===== src/rtl/mac_dot_seq.sv =====
// rtl/mac_dot_seq.sv - dot-product sequencer driving a signed 8x8->16 MAC unit
module mac_dot_seq #(
    parameter int LEN_W = 8,
    parameter int LAT   = 3,
    parameter int WD    = 4
) (
    input  logic                    clk,
    input  logic                    rst_n,
    input  logic                    cmd_valid,
    output logic                    cmd_ready,
    input  logic [LEN_W-1:0]        cmd_len,
    input  logic                    data_valid,
    output logic                    data_ready,
    input  logic signed [7:0]       data_a,
    input  logic signed [7:0]       data_b,
    output logic                    mac_clear,
    output logic                    mac_valid_in,
    output logic signed [7:0]       mac_a,
    output logic signed [7:0]       mac_b,
    input  logic                    mac_valid_out,
    input  logic signed [15:0]      mac_f,
    input  logic                    mac_overflow,
    output logic                    res_valid,
    input  logic                    res_ready,
    output logic signed [15:0]      res_data,
    output logic                    res_overflow,
    output logic                    res_err,
    output logic                    busy
);

    typedef enum logic [2:0] {
        S_IDLE,
        S_CLEAR,
        S_STREAM,
        S_DRAIN,
        S_DONE
    } state_t;

    // The drain watchdog counts DRAIN cycles; it expires on the last one of LAT+WD.
    localparam int              WD_LIMIT = LAT + WD;
    localparam int              WD_W     = $clog2(WD_LIMIT + 1);
    localparam logic [WD_W-1:0] WD_LAST  = WD_W'(WD_LIMIT - 1);

    state_t                  state_q, state_d;
    logic [LEN_W-1:0]        len_q, len_d;
    logic [LEN_W-1:0]        iss_q, iss_d;
    logic [LEN_W-1:0]        rcv_q, rcv_d;
    logic [WD_W-1:0]         wd_q, wd_d;
    logic                    cmd_ready_q, cmd_ready_d;
    logic                    data_ready_q, data_ready_d;
    logic                    mac_clear_q, mac_clear_d;
    logic                    mac_valid_in_q, mac_valid_in_d;
    logic signed [7:0]       mac_a_q, mac_a_d;
    logic signed [7:0]       mac_b_q, mac_b_d;
    logic signed [15:0]      res_data_q, res_data_d;
    logic                    res_ovf_q, res_ovf_d;
    logic                    res_err_q, res_err_d;

    logic                    cmd_hs;
    logic                    data_hs;
    logic [LEN_W-1:0]        iss_inc;
    logic [LEN_W-1:0]        rcv_inc;

    assign cmd_hs  = cmd_ready_q && cmd_valid;
    assign data_hs = data_ready_q && data_valid;
    assign iss_inc = iss_q + 1'b1;
    assign rcv_inc = rcv_q + 1'b1;

    // Next-state, counters and registered output values for the job sequence.
    always_comb begin
        state_d        = state_q;
        len_d          = len_q;
        iss_d          = iss_q;
        rcv_d          = rcv_q;
        wd_d           = wd_q;
        mac_valid_in_d = 1'b0;
        mac_a_d        = '0;
        mac_b_d        = '0;
        res_data_d     = res_data_q;
        res_ovf_d      = res_ovf_q;
        res_err_d      = res_err_q;

        case (state_q)
            S_IDLE: begin
                if (cmd_hs) begin
                    if (cmd_len != '0) begin
                        len_d   = cmd_len;
                        iss_d   = '0;
                        rcv_d   = '0;
                        state_d = S_CLEAR;
                    end else begin
                        res_data_d = '0;
                        res_ovf_d  = 1'b0;
                        res_err_d  = 1'b0;
                        state_d    = S_DONE;
                    end
                end
            end
            S_CLEAR: begin
                state_d = S_STREAM;
            end
            S_STREAM: begin
                if (mac_valid_out) begin
                    rcv_d = rcv_inc;
                end
                if (data_hs) begin
                    mac_valid_in_d = 1'b1;
                    mac_a_d        = data_a;
                    mac_b_d        = data_b;
                    iss_d          = iss_inc;
                    if (iss_inc == len_q) begin
                        wd_d    = '0;
                        state_d = S_DRAIN;
                    end
                end
            end
            S_DRAIN: begin
                if (mac_valid_out) begin
                    rcv_d = rcv_inc;
                end
                if (mac_valid_out && (rcv_inc == len_q)) begin
                    res_data_d = mac_f;
                    res_ovf_d  = mac_overflow;
                    res_err_d  = 1'b0;
                    state_d    = S_DONE;
                end else if (wd_q == WD_LAST) begin
                    res_data_d = mac_f;
                    res_ovf_d  = mac_overflow;
                    res_err_d  = 1'b1;
                    state_d    = S_DONE;
                end else begin
                    wd_d = wd_q + 1'b1;
                end
            end
            S_DONE: begin
                if (res_ready) begin
                    state_d = S_IDLE;
                end
            end
            default: begin
                state_d = S_IDLE;
            end
        endcase

        cmd_ready_d  = (state_d == S_IDLE);
        data_ready_d = (state_d == S_STREAM);
        mac_clear_d  = (state_d == S_CLEAR);
    end

    // State and output registers; reset holds the MAC cleared and all handshakes idle.
    always_ff @(posedge clk or negedge rst_n) begin
        if (!rst_n) begin
            state_q        <= S_IDLE;
            len_q          <= '0;
            iss_q          <= '0;
            rcv_q          <= '0;
            wd_q           <= '0;
            cmd_ready_q    <= 1'b0;
            data_ready_q   <= 1'b0;
            mac_clear_q    <= 1'b1;
            mac_valid_in_q <= 1'b0;
            mac_a_q        <= '0;
            mac_b_q        <= '0;
            res_data_q     <= '0;
            res_ovf_q      <= 1'b0;
            res_err_q      <= 1'b0;
        end else begin
            state_q        <= state_d;
            len_q          <= len_d;
            iss_q          <= iss_d;
            rcv_q          <= rcv_d;
            wd_q           <= wd_d;
            cmd_ready_q    <= cmd_ready_d;
            data_ready_q   <= data_ready_d;
            mac_clear_q    <= mac_clear_d;
            mac_valid_in_q <= mac_valid_in_d;
            mac_a_q        <= mac_a_d;
            mac_b_q        <= mac_b_d;
            res_data_q     <= res_data_d;
            res_ovf_q      <= res_ovf_d;
            res_err_q      <= res_err_d;
        end
    end

    assign cmd_ready    = cmd_ready_q;
    assign data_ready   = data_ready_q;
    assign mac_clear    = mac_clear_q;
    assign mac_valid_in = mac_valid_in_q;
    assign mac_a        = mac_a_q;
    assign mac_b        = mac_b_q;
    assign res_valid    = (state_q == S_DONE);
    assign res_data     = res_data_q;
    assign res_overflow = res_ovf_q;
    assign res_err      = res_err_q;
    assign busy         = (state_q != S_IDLE);

endmodule


===== config.mk =====
export PLATFORM = sky130hd
export DESIGN_NAME = mac_dot_seq
export DESIGN_NICKNAME = d
export VERILOG_FILES = /design/src/rtl/mac_dot_seq.sv
export SDC_FILE = /design/constraint.sdc
export NUM_CORES = 1
export LEC_CHECK = 0
export ABC_AREA = 1
export BUFFER_PORTS_ARGS = -buffer_cell sky130_fd_sc_hd__clkbuf_2
export CAP_MARGIN = 25
export CORE_MARGIN = 2
export CORE_UTILIZATION = 33
export CTS_CLUSTER_DIAMETER = 50
export DETAILED_ROUTE_END_ITERATION = 6
export GPL_TIMING_DRIVEN = 0
export PLACE_DENSITY = 0.51
export SYNTH_ARGS = -nofsm -noshare
export SYNTH_HDL_FRONTEND = slang
export SYNTH_SLANG_ARGS = --single-unit

===== constraint.sdc =====
create_clock -name clk -period 2.4 [get_ports clk]
set_clock_uncertainty 0.05 [all_clocks]
set_input_delay 0.36 -clock clk [delete_from_list [all_inputs] [get_ports clk]]
set_output_delay 0.36 -clock clk [all_outputs]
set_load 0.005 [all_outputs]

==> metrics.cfg <==
[outcome]
status = complete, no violations

[floorplanning]
io_pins = 87
num_rows = 37
coreArea_um2 = 10200
start_util = 0.338
die_h_um = 106
die_w_um = 106
die-area_um2 = 11300

[timing]
fin_crit_sh = 0.893
rsz0062_at_grt = no
finalSetupViolations = 0
tightest_slew_ns = 0.717
worst_slack_ns = 0.256
hold_viol = 0
min_period_ns = 2.14
max_freq_mhz = 466
final_max_slew_viol_count = 0
max_slew_margin = 0.518
whs_ns = 0.164

[yosys]
synth_top_family_by_area = simple AND/OR/NAND/NOR gates
yosysSeqAreaShare = 0.492
synth_top_area_share = 0.485
synth-compound-area-share = 0.0528
synth_edf_count = 0
ys_top_cells_by_area = dfrtp_1 (48%), nand2_1 (15%), nand3_1 (8.2%)
synth_area_um2 = 3460
synthSimpleGateAreaFrac = 0.339
synth_common_cells = nand2_1 (140), dfrtp_1 (67), nor2_1 (59)
ys_types = 34
synthMuxAreaShare = 0.00289
synth-xor-area-share = 0.0127
ys.flop_type = dfrtp_1
postSynthCellCount = 455
synth_adder_area_share = 0.0145
ys_ff_latch = 68
synth_area_per_cell_um2 = 7.60
yosysWarnings = 0
syn-num-nets = 506
synth.most_common_cell = nand2_1
yosysTopAreaCell = dfrtp_1
async_reset_ff_frac = 1.00

[power]
leakagePower_nw = 2.40
total_power_mw = 4.05
powerDensity_nw_per_um2 = 918
irDropWorstVdd_mv = 0.364

[hold_path]
hold_start = data_b[7]
hp-class = in -> reg

[cts]
cts_buffers = 9
cts_sinks = 68
clock-root-buffer = clkbuf_8
insertion_delay_ns = 0.35
htree_levels = 3
cts.reportedPaths.clkPinSlew_ns = 0.08
max-clock-path-buffers = 2
cts_tree = built

[routing]
drc = 0
viasPerCell = 4.57
drt-total-wl_um = 8720
dr.first_iter.drc_count = 127
final_antenna_net_count = 0
drtPass1Iterations = 4
dr_total_vias = 3203
post_drt_wl_per_cell_um = 12.4

[critical_path]
arrival_ns = 2.34
r2r_start = rcv_q[1]
startpoint = rcv_q[1]
worst_setup_path_end_kind = flip-flop
crit_type = reg -> reg
cp.required_ns = 2.59
critPathLaunchType = flip-flop
crit_fanout = 6

[final_layout]
fin_area_um2 = 4410
area_growth_pct = 27.5
layout-drive-gt1-share = 0.239
final_nets = 611
post-route-util = 0.431
antennaDiodeCount = 0
fillerInstances = 1097

[placed_design]
dp_hpwl_um = 6470
dp_slack_ns = -0.0507
port_buffers = 86
place_area_um2 = 4090
gp_congestion = 0.832

[global_route]
grtUsageTotal = 0.164
antenna_found_initial = 0
grt_max_degree = 52
grt_pass1_wl_um = 14700
grt_pass1_vias = 3250
overflow = 0

[run]
max_cap_viol_count = 0

-- stage by stage --
| stage | instances | TNS (ns) |
|---|---|---|
| global route | 701 | 0 |
| finish | 701 | 0 |
| floorplan | 455 | 0 |
| detailed placement | 678 | -0.444 |
| CTS | 695 | 0 |
| global placement | 677 | -0.488 |
-- worst max-delay path: stages (launching register included) --
cell and delay (ns):
dfrtp_1 0.44, ha_4 0.29, inv_2 0.03, nand2_1 0.05, nand2_1 0.04, nor3_1 0.14
nand3_1 0.12, nor2_2 0.17, nand3_2 0.13, nand2_2 0.11, nand2_4 0.06, buf_6 0.14
buf_4 0.15, nand3_1 0.07, nand2_1 0.06
-- cell usage in the layout (no fill, tap or decap), types with 2 or more instances in the layout --
| cell type | instances |
|---|---|
| nor2_1 | 58 |
| nand3_1 | 57 |
| clkbuf_2 | 85 |
| nor3_1 | 2 |
| clkbuf_8 | 11 |
| o22ai_1 | 8 |
| nand2_1 | 140 |
| buf_4 | 8 |
| ha_1 | 3 |
| buf_6 | 2 |
| a21oi_1 | 2 |
| dfrtp_1 | 66 |
| clkinvlp_4 | 2 |
| clkbuf_1 | 6 |
| nand3_2 | 3 |
| bufinv_16 | 2 |
| nand2_4 | 2 |
| nand4_1 | 4 |
| nor2_2 | 4 |
| inv_2 | 2 |
| xnor2_1 | 2 |
| inv_1 | 55 |
| xor2_1 | 2 |
| o21ai_0 | 18 |
-- cells by family (layout without fill, tap and decap cells) --
| family | count (synthesis) | count (layout) |
|---|---|---|
| xor+xnor | 5 | 5 |
| compound gates | 32 | 32 |
| flops | 68 | 68 |
| mux | 1 | 1 |
| buf+inv | 70 | 180 |
| fa+ha+maj | 4 | 4 |
| simple gates | 275 | 275 |
-- power breakdown --
group,total [mW],internal (mW),switching [mW]
Sequential,1.59,1.39,0.199
Combinational,1.36,0.510,0.848
Clock,1.10,0.644,0.460
Total,4.05,2.54,1.51
-- sequential cells by signal (all words and copies together), names as in the netlist --
register / flops
res_err: 1
rcv_q: 8
iss_q: 8
res_overflow: 1
mac_clear: 1
state_q: 3
res_data: 16
mac_a: 8
len_q: 8
cmd_ready: 1
mac_valid_in: 1
wd_q: 3
data_ready: 1
mac_b: 8
-- final timing paths --
check	cells past startpoint	end	slack (ns)
max reg2reg	14	res_data[3]	0.26
min reg2reg	2	wd_q[0]	0.46
max in group asynchronous	3	state_q[2]	1.34
min in group asynchronous	2	len_q[0]	0.41
min	3	mac_b[7]	0.16
max	14	res_data[3]	0.26
-- cell type report --
type                       count  area, um2  area share
tap                          136        170      0.0386
multi-input combinational    317       1490       0.337
clock buffer                  11        151      0.0343
sequential                    68       1700       0.386
clock inverter                 5       83.8      0.0190
inverter                      58        218      0.0494
timing repair buffer          95        523       0.119
buffer                        11       72.6      0.0165
-- timing repair --
item,in CTS,in global routing
cloned,0,0
setup endpoints to repair,10,19
gates resized for setup,2,7
endpoints found under the hold margin,16,0
hold buffers,1,0
pin swaps,0,6
buffers inserted,0,7
-- metal layers --
| metal | wire, um | up-vias | global-route usage |
|---|---|---|---|
| met4 | 111 | 0 | 0.0592 |
| met3 | 506 | 9 | 0.0490 |
| met5 | 0 | - | 0 |
| met2 | 4070 | 60 | 0.270 |
| met1 | 4030 | 1495 | 0.203 |
| li1 | - | 1639 | - |
Power figures use the tool's default switching activity.
